File: config.mk
export PLATFORM = sky130hd
export DESIGN_NAME = fir_stream_ctrl_flat
export DESIGN_NICKNAME = d
export VERILOG_FILES = /design/src/rtl/fir_stream_ctrl_if.sv /design/src/rtl/fir_stream_ctrl.sv /design/src/flat_wrapper.sv
export SDC_FILE = /design/constraint.sdc
export NUM_CORES = 1
export LEC_CHECK = 0
export ABC_CLOCK_PERIOD_IN_PS = 2700
export CORE_MARGIN = 1
export CORE_UTILIZATION = 47
export CTS_BUF_LIST = sky130_fd_sc_hd__clkbuf_8 sky130_fd_sc_hd__clkbuf_16
export CTS_CLUSTER_DIAMETER = 100
export DETAILED_ROUTE_END_ITERATION = 8
export PLACE_DENSITY_LB_ADDON = 0.3
export RECOVER_POWER = 50
export SYNTH_ARGS = -nofsm -noshare
export SYNTH_HDL_FRONTEND = slang
export SYNTH_SLANG_ARGS = --single-unit
File: constraint.sdc
create_clock -name clk -period 2.7 [get_ports clk]
set_clock_uncertainty 0.15 [all_clocks]
set_input_delay 0.405 -clock clk [delete_from_list [all_inputs] [get_ports clk]]
set_output_delay 0.405 -clock clk [all_outputs]
set_load 0.005 [all_outputs]
File: src/rtl/fir_stream_ctrl_if.sv
// rtl/fir_stream_ctrl_if.sv - control handshake, sample memory, filter and output signals of fir_stream_ctrl
interface fir_stream_ctrl_if #(
  parameter int ADDR_W = 13,
  parameter int CNT_W  = 14
);
  logic              start;
  logic              abort;
  logic              mem_rd_en;
  logic [ADDR_W-1:0] mem_addr;
  logic [7:0]        mem_data;
  logic              filt_clr;
  logic [7:0]        filt_x;
  logic [15:0]       filt_y;
  logic [15:0]       out_data;
  logic              out_valid;
  logic [CNT_W-1:0]  out_count;
  logic              busy;
  logic              done;

  modport master (
    input  start, abort, mem_data, filt_y,
    output mem_rd_en, mem_addr, filt_clr, filt_x, out_data, out_valid, out_count, busy, done
  );

  modport slave (
    output start, abort, mem_data, filt_y,
    input  mem_rd_en, mem_addr, filt_clr, filt_x, out_data, out_valid, out_count, busy, done
  );
endinterface

File: src/rtl/fir_stream_ctrl.sv
// rtl/fir_stream_ctrl.sv - block sequencer feeding memory samples plus zero flush into the FIR datapath
module fir_stream_ctrl #(
  parameter int ADDR_W      = 13,
  parameter int NUM_SAMPLES = 7585,
  parameter int FLUSH_LEN   = 8,
  parameter int PIPE_LAT    = 3,
  parameter int CNT_W       = 14
) (
  input  logic              clk,
  input  logic              rst,
  fir_stream_ctrl_if.master bus
);
  localparam int FCNT_W = (FLUSH_LEN > 1) ? $clog2(FLUSH_LEN) : 1;
  localparam logic [ADDR_W-1:0] LAST_ADDR  = ADDR_W'(NUM_SAMPLES - 1);
  localparam logic [FCNT_W-1:0] LAST_FLUSH = FCNT_W'((FLUSH_LEN > 0) ? FLUSH_LEN - 1 : 0);

  typedef enum logic [2:0] {IDLE, CLEAR, RUN, FLUSH, DRAIN, DONE} state_t;

  state_t              state;
  logic                mem_rd_en;
  logic [ADDR_W-1:0]   mem_addr;
  logic                feed_v;
  logic                feed_d;
  logic                rd_valid_d;
  logic                in_valid;
  logic [7:0]          filt_x;
  logic                filt_clr;
  logic                busy;
  logic                done;
  logic [FCNT_W-1:0]   flush_cnt;
  logic [PIPE_LAT-1:0] dly;
  logic [PIPE_LAT-1:0] dly_next;
  logic [CNT_W-1:0]    out_count;
  logic                kill;
  logic                drained;

  assign kill     = bus.abort && (state != IDLE);
  assign dly_next = PIPE_LAT'({dly, in_valid});
  // Drained once the output now leaving is the last one: nothing queued behind it.
  assign drained  = (dly_next == '0) && !feed_d && !feed_v;

  always_ff @(posedge clk) begin
    if (rst) begin
      state     <= IDLE;
      mem_rd_en <= 1'b0;
      mem_addr  <= '0;
      feed_v    <= 1'b0;
      flush_cnt <= '0;
      filt_clr  <= 1'b1;
      busy      <= 1'b0;
      done      <= 1'b0;
      out_count <= '0;
    end else if (kill) begin
      state     <= IDLE;
      mem_rd_en <= 1'b0;
      feed_v    <= 1'b0;
      filt_clr  <= 1'b0;
      busy      <= 1'b0;
      done      <= 1'b0;
    end else begin
      if (dly[PIPE_LAT-1]) out_count <= out_count + CNT_W'(1);
      case (state)
        IDLE: begin
          filt_clr <= 1'b0;
          if (bus.start) begin
            state    <= CLEAR;
            filt_clr <= 1'b1;
            busy     <= 1'b1;
          end
        end
        CLEAR: begin
          state     <= RUN;
          filt_clr  <= 1'b0;
          mem_rd_en <= 1'b1;
          mem_addr  <= '0;
          feed_v    <= 1'b1;
          out_count <= '0;
        end
        RUN: begin
          if (mem_addr == LAST_ADDR) begin
            mem_rd_en <= 1'b0;
            flush_cnt <= '0;
            if (FLUSH_LEN > 0) begin
              state <= FLUSH;
            end else begin
              state  <= DRAIN;
              feed_v <= 1'b0;
            end
          end else begin
            mem_addr <= mem_addr + ADDR_W'(1);
          end
        end
        FLUSH: begin
          if (flush_cnt == LAST_FLUSH) begin
            state  <= DRAIN;
            feed_v <= 1'b0;
          end else begin
            flush_cnt <= flush_cnt + FCNT_W'(1);
          end
        end
        DRAIN: begin
          if (drained) begin
            state <= DONE;
            busy  <= 1'b0;
            done  <= 1'b1;
          end
        end
        DONE: begin
          done <= 1'b0;
          if (bus.start) begin
            state    <= CLEAR;
            filt_clr <= 1'b1;
            busy     <= 1'b1;
          end else begin
            state <= IDLE;
          end
        end
        default: state <= IDLE;
      endcase
    end
  end

  // Flush samples ride the same two-stage feed path as memory reads, so they follow without a gap.
  always_ff @(posedge clk) begin
    if (rst || kill) begin
      feed_d     <= 1'b0;
      rd_valid_d <= 1'b0;
      in_valid   <= 1'b0;
      filt_x     <= '0;
      dly        <= '0;
    end else begin
      feed_d     <= feed_v;
      rd_valid_d <= mem_rd_en;
      in_valid   <= feed_d;
      filt_x     <= rd_valid_d ? bus.mem_data : 8'h00;
      dly        <= dly_next;
    end
  end

  assign bus.mem_rd_en = mem_rd_en;
  assign bus.mem_addr  = mem_addr;
  assign bus.filt_clr  = filt_clr;
  assign bus.filt_x    = filt_x;
  assign bus.out_data  = bus.filt_y;
  assign bus.out_valid = dly[PIPE_LAT-1];
  assign bus.out_count = out_count;
  assign bus.busy      = busy;
  assign bus.done      = done;
endmodule

File: src/flat_wrapper.sv
// flat-port wrapper written by rule: the top's interface ports become plain ports
module fir_stream_ctrl_flat 
#(
  parameter int ADDR_W      = 13,
  parameter int NUM_SAMPLES = 7585,
  parameter int FLUSH_LEN   = 8,
  parameter int PIPE_LAT    = 3,
  parameter int CNT_W       = 14
)
  (clk, rst, bus_start, bus_abort, bus_mem_data, bus_filt_y, bus_mem_rd_en, bus_mem_addr, bus_filt_clr, bus_filt_x, bus_out_data, bus_out_valid, bus_out_count, bus_busy, bus_done);
  fir_stream_ctrl_if #(.ADDR_W(ADDR_W), .CNT_W(CNT_W)) bus_i ();
  input  logic clk;
  input  logic rst;
  input wire logic [$bits(bus_i.start)-1:0] bus_start;
  input wire logic [$bits(bus_i.abort)-1:0] bus_abort;
  input wire logic [$bits(bus_i.mem_data)-1:0] bus_mem_data;
  input wire logic [$bits(bus_i.filt_y)-1:0] bus_filt_y;
  output wire logic [$bits(bus_i.mem_rd_en)-1:0] bus_mem_rd_en;
  output wire logic [$bits(bus_i.mem_addr)-1:0] bus_mem_addr;
  output wire logic [$bits(bus_i.filt_clr)-1:0] bus_filt_clr;
  output wire logic [$bits(bus_i.filt_x)-1:0] bus_filt_x;
  output wire logic [$bits(bus_i.out_data)-1:0] bus_out_data;
  output wire logic [$bits(bus_i.out_valid)-1:0] bus_out_valid;
  output wire logic [$bits(bus_i.out_count)-1:0] bus_out_count;
  output wire logic [$bits(bus_i.busy)-1:0] bus_busy;
  output wire logic [$bits(bus_i.done)-1:0] bus_done;
  assign bus_i.start = bus_start;
  assign bus_i.abort = bus_abort;
  assign bus_i.mem_data = bus_mem_data;
  assign bus_i.filt_y = bus_filt_y;
  assign bus_mem_rd_en = bus_i.mem_rd_en;
  assign bus_mem_addr = bus_i.mem_addr;
  assign bus_filt_clr = bus_i.filt_clr;
  assign bus_filt_x = bus_i.filt_x;
  assign bus_out_data = bus_i.out_data;
  assign bus_out_valid = bus_i.out_valid;
  assign bus_out_count = bus_i.out_count;
  assign bus_busy = bus_i.busy;
  assign bus_done = bus_i.done;
  fir_stream_ctrl #(.ADDR_W(ADDR_W), .NUM_SAMPLES(NUM_SAMPLES), .FLUSH_LEN(FLUSH_LEN), .PIPE_LAT(PIPE_LAT), .CNT_W(CNT_W)) u_core (.clk(clk), .rst(rst), .bus(bus_i));
endmodule
# After elaboration in Yosys (flattened, before gate mapping)
# Cells that the tools add are included.
op_classes:
  addsub: 3
  eq_ne: 15
  n_mux: 25
  n_bitwise: 2
  n_reduce_logical: 28
op_table:
  columns: ["operator", "n"]
  rows:
  - ["14-bit two-way mux", 2]
  - ["13-bit case mux with 2 select lines", 1]
  - ["3-bit two-way mux", 6]
  - ["3-bit case mux with 6 select lines", 1]
  - ["14-bit by 1-bit adder with 14-bit output (second input constant)", 1]
  - ["13-bit by 1-bit adder with 13-bit output (second input constant)", 1]
  - ["13-bit == test (second input constant)", 1]
  - ["13-bit two-way mux", 1]
  - ["2-bit nonzero test", 6]
  - ["2-bit AND reduction", 5]
  - ["3-bit == test (second input constant)", 3]
  - ["1-bit two-way mux", 8]
  - ["2-bit by 1-bit inequality test with 1-bit output (second input constant)", 4]
  - ["1-bit case mux with 2 select lines", 4]
  - ["4-bit AND reduction", 2]
  - ["3-bit by 2-bit == test with 1-bit output (second input constant)", 2]
  - ["3-bit logical NOT", 2]
  - ["2-bit inequality test (second input constant)", 3]
  - ["3-bit case mux with 2 select lines", 1]
  - ["3-bit AND reduction", 2]
  - ["2-bit OR reduction", 3]
  - ["4-bit nonzero test", 1]
  - ["3-bit by 1-bit adder with 3-bit output (second input constant)", 1]
  - ["3-bit by 1-bit == test with 1-bit output (second input constant)", 1]
  - ["other kinds (7)", 11]
totals:
  reg_bits: 52
  output_inout_bits: 56
  wordCells: 87

# Longest topological paths before layout
# Gate-level depths: netlist of the first run.
depth:
  word_depth: 5
  depth_mapped: 7
  depth_no_buf: 6

# Worst setup path after synthesis of the first run
# No wires, ideal clock.
synth_timing:
  path_type: "register to register"
  startpoint: "register u_core.mem_addr[1] (netlist: u_core.bus.mem_addr[1])"
  endpoint: "register u_core.flush_cnt[0]"
  arrival_ps: 1703
  required_time_ps: 2478
  slack_ps: 776
  path_stages_with_launch: 8
  path_buffers: 1
  cell_sequence: "dfxtp_1 inv_1 ha_1 nand4bb_1 or4_1 buf_2 a221oi_4 mux2i_1"
synth_between:
  elab_chain_cells: 3
synth_rtl:
  columns: ["item", "line_no", "rtl"]
  rows:
  - ["from (decl)", "fir_stream_ctrl.sv:21", "logic [ADDR_W-1:0] mem_addr;"]
  - ["from (signal assigned)", "fir_stream_ctrl.sv:90", "mem_addr <= mem_addr + ADDR_W'(1);"]
  - ["13-bit == test", "fir_stream_ctrl.sv:80", "if (mem_addr == LAST_ADDR) begin"]
  - ["2-bit by 1-bit inequality test with 1-bit output (no line)", null, null]
  - ["4-bit AND reduction (no line)", null, null]
  - ["to (signal assigned)", "fir_stream_ctrl.sv:98", "flush_cnt <= flush_cnt + FCNT_W'(1);"]
  - ["to (decl)", "fir_stream_ctrl.sv:30", "logic [FCNT_W-1:0] flush_cnt;"]
# Every way passes these cells.
# A chain may end at the register's enable or synchronous reset.

# Worst setup path in the final report of the first run
layout_timing:
  startpoint: "register u_core.state[2]"
  endpoint: "register u_core.out_count[5] (netlist: u_core.bus.out_count[5])"
layout_between:
  elab_chain_cells: 4
layout_rtl:
  columns: ["item", "line_no", "rtl"]
  rows:
  - ["from (decl)", "fir_stream_ctrl.sv:19", "state_t state;"]
  - ["from (signal assigned)", "fir_stream_ctrl.sv:44", "state <= IDLE;"]
  - ["from (signal assigned)", "fir_stream_ctrl.sv:54", "state <= IDLE;"]
  - ["from (signal assigned)", "fir_stream_ctrl.sv:66", "state <= CLEAR;"]
  - ["parallel branches: the longest is 4 deep, another holds 3-bit by 1-bit == test with 1-bit output", null, null]
  - ["to (signal assigned)", "fir_stream_ctrl.sv:61", "if (dly[PIPE_LAT-1]) out_count <= out_count + CNT_W'(1);"]
  - ["to (decl)", "fir_stream_ctrl.sv:33", "logic [CNT_W-1:0] out_count;"]
# Parallel ways; which one is timed is not known.

==> results of run 1 <==
==> cells by family after synthesis <==
kind of cell             after synthesis  share of synthesized area
AO/OA/AOI/OAI                         68                     0.1901
XOR/XNOR                               1                   0.003285
AND/OR/NAND/NOR                      122                     0.2740
multiplexers                           8                    0.03003
adder cells (fa/ha/maj)                5                    0.02346
buffers and inverters                 42                    0.08869
flip-flops                            52                     0.3904
==> worst reg2reg max path, cell delays in order (launching register included) <==
cell and delay, ns:
dfxtp_1 0.52, o31ai_4 0.47, a21oi_1 0.12, buf_4 0.21, or4_1 0.51, a21oi_1 0.14
==> power breakdown <==
part,switching (uW),internal [uW]
registers,17.8,781
clock network,264,279
logic,91.6,77.8
==> cells in the mapped netlist (2+ instances only) <==
cell	instances
nand2_1	32
and3_1	17
nand3_1	9
a41oi_1	2
and4_1	5
buf_1	2
o32ai_2	2
buf_2	6
inv_1	7
o41ai_1	3
dfxtp_1	52
a211oi_1	3
nor2b_1	4
o31ai_1	8
or4_1	5
o311ai_0	6
buf_4	17
mux2i_1	8
nand4b_1	2
or3_1	11
nand4_1	3
nor4_1	3
nor2_1	11
nand2b_1	3
clkbuf_1	9
a31oi_1	4
ha_1	5
and2_1	4
o21ai_0	8
a21oi_1	21
o21a_1	2
nor3_1	3
==> per-layer routing <==
layer	vias to the layer above	track usage
li1	1168	-
met1	1098	0.2555
met2	83	0.3186
met3	10	0.03810
met4	0	0.09057
met5	-	0
==> cell type report <==
| class | instances | share of cell area |
|---|---|---|
| inverter | 7 | 0.008074 |
| tap | 72 | 0.02768 |
| sequential | 52 | 0.3199 |
| timing repair buffer | 63 | 0.1822 |
| clock buffer | 5 | 0.02115 |
| multi-input combinational | 204 | 0.4268 |
| clock inverter | 3 | 0.01423 |
==> sequential cells by signal (all words and copies together), names as in the netlist <==
name,cells
u_core.bus.done,1
u_core.dly,3
u_core.feed_d,1
u_core.flush_cnt,3
u_core.bus.mem_rd_en,1
u_core.bus.filt_clr,1
u_core.feed_v,1
u_core.bus.mem_addr,13
u_core.bus.filt_x,8
u_core.bus.out_count,14
u_core.rd_valid_d,1
u_core.bus.busy,1
u_core.in_valid,1
u_core.state,3
==> stage by stage <==
stage               total power [uW]  std cells
global route                    1587        406
global placement               986.9        398
detailed placement             990.1        398
finish                          1512        406
CTS                             1534        406
floorplan                      937.9        298
==> path summary, 6_finish.rpt <==
check	start	endpoint	slack [ns]	depth (start not counted)
setup reg to reg	u_core.state[2]	u_core.bus.out_count[5]	0.53	5
setup / recovery	u_core.state[2]	u_core.bus.out_count[5]	0.53	5
hold / removal	u_core.flush_cnt[2]	u_core.flush_cnt[2]	0.32	2
hold reg to reg	u_core.flush_cnt[2]	u_core.flush_cnt[2]	0.32	2
==> cell usage in the layout, fill, tap and decap left out, types with 9 or more instances in the layout <==
master           count
dlygate4sd3_1       21
nand2_1             32
dfxtp_1             52
clkdlybuf4s50_1     30
buf_4               10
or3_1               11
nor2_1              11
and3_1              17
nand3_1              9
a21oi_1             21
==> impl_metrics.tcl, run 1 <==
set metrics [dict create \
    status "complete, no violations" \
    fmaxAchievable_mhz 461.2 \
    layout.filler_cells 499 \
    grt_start_max_net_pins 24 \
    die_width_um 77.32 \
    clk_pin_slew_worst_paths_ns 0.10 \
    rsz0062_at_grt "no" \
    tritoncts.num_buffers 5 \
    avgViaCountPerCell 5.810 \
    synth_warnings 0 \
    antenna_found_initial 0 \
    routedLengthMet1_um 2660 \
    multi_input_comb_area_sq_um 1389 \
    die_h_um 77.32 \
    worst_ep_arrival_time_ns 2.26 \
    relative_slew_slack 0.5838 \
    pre_cts_slack_ns 0.2834 \
    crit_path_cell_trace "o31ai_4, a21oi_1, buf_4, or4_1, a21oi_1" \
    wire_length_of_the_first_global_routing_pass_um 9715 \
    cts_root_buffer "clkbuf_8" \
    syn-num-nets 331 \
    pin_count 84 \
    critical-path-top-delay-family "compound AO/OA/AOI/OAI gates" \
    dr_total_vias 2359 \
    antenna-diode-count 0 \
    min-delay-path-class "reg2reg" \
    postCtsHoldBufs 0 \
    max-clock-path-buffers 2 \
    regArea_sq_um 1041 \
    post-route-period-util 0.8030 \
    worst_slew_pin_slew_ns 0.6235 \
    synth_seq_area_share 0.3904 \
    number_of_instances_in_the_synthesized_netlist 298 \
    final.setup.worst_slack_ns 0.5319 \
    clkLatencyLatePin_ns 0.30 \
    cts.htree.levels 2 \
    final_antenna_net_count 0 \
    grt_pass1_vias 2079 \
    crit_slowest_cell "dfxtp_1" \
    final_core_utilization 0.5947 \
    start_util 0.4872 \
    synth-edff-count 0 \
    drc 0 \
    min_period_ns 2.168 \
    cts_resized 0 \
    critical_path.startpoint_type "register" \
    max-vdd-ir-drop_mv 0.2337 \
    maxCapViolCount 0 \
    post_dp_cell_area_sq_um 3147 \
    tritoncts_clock_tree "done" \
    worst_path_largest_cell_delay_ns 0.52 \
    clkSinkCount 52 \
    final-max-slew-violation-count 0 \
    critPathMaxFanout 23 \
    yosys.area.top_type "dfxtp_1" \
    dr.pass1.iters 4 \
    place.port_buffers 51 \
    drive_above_1_share 0.08982 \
    final_cell_area_sq_um 3254 \
    drt_iter0_markers 116 \
    synth_flop_cell "dfxtp_1" \
    yosys.cell_types.count 53 \
    post_synthesis_register_bit_count 52 \
    post-synth-top-area-fraction 0.3904 \
    core_region_area_sq_um 5473 \
    groute.usage.overall 0.1984 \
    setup_total_negative_slack_ns 0 \
    async_reset_ff_frac 0 \
    netlist_top_cells_area "dfxtp_1 39%, buf_4 4.8%, nand2_1 4.5%" \
    pwrdens_nw_per_um2 464.6 \
    finalSetupViolCount 0 \
    globalRouteOverflowTotal 0 \
    dieArea_sq_um 5978 \
    crit_path_frequent_cell "a21oi_1" \
    routedWlPerCell_um 14.18 \
    met3_wirelength_um 352 \
    wirelength_um 5759 \
    power.static_leakage_uw 0.001241 \
    setup_buffers_after_cts 0 \
    dp.final_hpwl_um 4119 \
    highest-signal-layer "met4" \
    worst_ep_required_time_ns 2.79 \
    design.final.nets 366 \
    final_hold_viol_count 0 \
    critical_path_class "reg2reg" \
    cell_area_after_synthesis_sq_um 2666 \
    worst-path-buf-inv 1 \
    globalplace.congestion 0.8160 \
    wl_met2_um 2681 \
    number_of_placement_rows 27 \
    postSynthAreaPerCell_sq_um 8.947 \
    holdWs_ns 0.3236 \
    endpoint_kind "register" \
    syn2layout_area_growth_pct 22.06 \
]
Note: power is estimated with default switching activity, not from simulation.
==> inputs of run 2 (changes only) <==
- ABC_CLOCK_PERIOD_IN_PS: 2700 -> 1900
- CORE_UTILIZATION: 47 -> 42
- clock period: 2.7 -> 1.9 ns (I/O delays scaled with it)
==> run 2 against run 1 <==
  * The run now ends with negative setup slack left
  * Critical path depth down 1
  * Combinational power is 82% higher
  * Sequential power is 41% higher
  * Register-to-register slack got worse by 0.56 ns
  * Sequential share of layout area is 3.5 points lower
  * Clock power rose by 41%
  * Cell area grew 13%
  * Hold slack lost 0.0079 ns
  * First-iteration DRC count up 7.8%
  * Final cell count rose by 10%
==> impl_metrics.tcl, run 2 (synthesis gave the netlist of run 1 again) <==
set metrics [dict create \
    post-route-period-util 1.016 \
    dr_total_vias 2513 \
    maxCapViolCount 0 \
    tritoncts.num_buffers 5 \
    globalplace.congestion 0.8495 \
    regArea_sq_um 1049 \
    drc 0 \
    max-vdd-ir-drop_mv 0.3352 \
    endpoint_kind "register" \
    worst_ep_arrival_time_ns 2.02 \
    min-delay-path-class "reg2reg" \
    antenna-diode-count 0 \
    grt_start_max_net_pins 21 \
    min_period_ns 1.931 \
    routedWlPerCell_um 14.87 \
    pin_count 84 \
    rsz0062_at_grt "yes" \
    dieArea_sq_um 6671 \
    wire_length_of_the_first_global_routing_pass_um 10430 \
    drt_iter0_markers 125 \
    tritoncts_clock_tree "done" \
    dp.final_hpwl_um 4581 \
    die_h_um 81.68 \
    wirelength_um 6661 \
    clk_pin_slew_worst_paths_ns 0.09 \
    multi_input_comb_area_sq_um 1478 \
    layout.filler_cells 522 \
    globalRouteOverflowTotal 0 \
    fmaxAchievable_mhz 517.9 \
    critPathMaxFanout 3 \
    largest_registers_in_the_final_layout "u_core.bus.out_count: 14 flops, u_core.bus.mem_addr: 13 flops, u_core.bus.filt_x: 8 flops" \
    dr.pass1.iters 5 \
    cts_root_buffer "clkbuf_8" \
    commonest_cells_after_routing_fill_and_taps_aside "51 x clkdlybuf4s50_1, 46 x dfxtp_1, 43 x buf_4" \
    setup_total_negative_slack_ns -0.06386 \
    clkSinkCount 52 \
    failed_checks "negative setup slack" \
    clkLatencyLatePin_ns 0.30 \
    postCtsHoldBufs 0 \
    finalSetupViolCount 3 \
    number_of_placement_rows 28 \
    placedCellCount 433 \
    place.port_buffers 51 \
    critical_path.startpoint_type "register" \
    relative_slew_slack 0.7676 \
    final.setup.worst_slack_ns -0.03074 \
    worst_ep_required_time_ns 1.99 \
    final-max-slew-violation-count 0 \
    final_cell_area_sq_um 3680 \
    status "finished, violations left" \
    critical_path_class "reg2reg" \
    cts.htree.levels 2 \
    post_dp_cell_area_sq_um 3418 \
    final_hold_viol_count 0 \
    groute.usage.overall 0.1990 \
    power.static_leakage_uw 0.001427 \
    final_common_cell "clkdlybuf4s50_1" \
    drive_above_1_share 0.2466 \
    antenna_found_initial 0 \
    core_region_area_sq_um 6026 \
    die_width_um 81.68 \
    max-clock-path-buffers 2 \
    final_antenna_net_count 0 \
    worst_slew_pin_slew_ns 0.3454 \
    final_core_utilization 0.6107 \
    final_cells 448 \
    design.final.nets 405 \
    grt_pass1_vias 2314 \
    syn2layout_area_growth_pct 38.01 \
    start_util 0.4425 \
    pre_cts_slack_ns -0.2767 \
    largest_reg_flops 14 \
    max_flop_register "u_core.bus.out_count" \
    pwrdens_nw_per_um2 599.4 \
    avgViaCountPerCell 5.609 \
]
==> run 2: changes by cell type in the layout (fill, tap and decap cells not counted), moves of 6 or more <==
cell	delta
buf_4	+33
clkdlybuf4s50_1	+21
dlygate4sd3_1	-21
dfxtp_1	-6
dfxtp_2	+6
==> run 2: critical path, cell delays in order (launching register included) <==
cell	delay, ns
dfxtp_2	0.33
nand4b_1	0.25
or4_4	0.57
a221oi_4	0.34
mux2i_1	0.22
==> run 2: path summary, 6_finish.rpt <==
kind	from	end	slack, ns	cells past startpoint
max	u_core.bus.mem_addr[3]	u_core.flush_cnt[0]	-0.03	4
min	u_core.flush_cnt[2]	u_core.flush_cnt[2]	0.32	2
max reg2reg	u_core.bus.mem_addr[3]	u_core.flush_cnt[0]	-0.03	4
min reg2reg	u_core.flush_cnt[2]	u_core.flush_cnt[2]	0.32	2
==> run 2: through the flow <==
stage / hold slack, ns / power (uW)
final: 0.3157 / 2206
after global routing: 0.3473 / 2300
after CTS: 0.3187 / 2198
after detailed placement: 0.3052 / 1440
after global placement: 0.2977 / 1434
after floorplan: 0.2378 / 1333
==> run 2: per-layer routing <==
metal  routed length (um)  track usage  vias up  part of all wire
met2                 3227       0.3367       85              0.48
met4                   65      0.05263        0            0.0098
met5                    0            0        -                 0
met3                  377      0.04778        9             0.057
li1                     -            -     1236                 -
met1                 2990       0.2520     1183              0.45
==> run 2: power by group <==
group          switching (uW)  internal [uW]  total (uW)
logic                     154            153         307
registers                20.1           1110        1130
clock network             376            390         766
total                     550           1660        2210
==> run 2: repair_timing <==
action	4_1_cts	5_1_grt
cloned	0	3
endpoints found under the hold margin	0	0
gates resized for setup	7	21
buffers inserted	1	3
endpoints found under the setup margin	10	21
pin swaps	0	4
==> run 2: cell type report <==
cell class | instances | share of cell area
clock inverter | 3 | 0.01156
timing repair buffer | 102 | 0.2506
multi-input combinational | 204 | 0.4016
sequential | 52 | 0.2849
tap | 75 | 0.02550
clock buffer | 5 | 0.01870
inverter | 7 | 0.007140
==> inputs of run 3 (changes only) <==
- CORE_MARGIN: 1 -> default
==> results of run 3 <==
Final layout, timing and power as in run 2 (identical DEF).
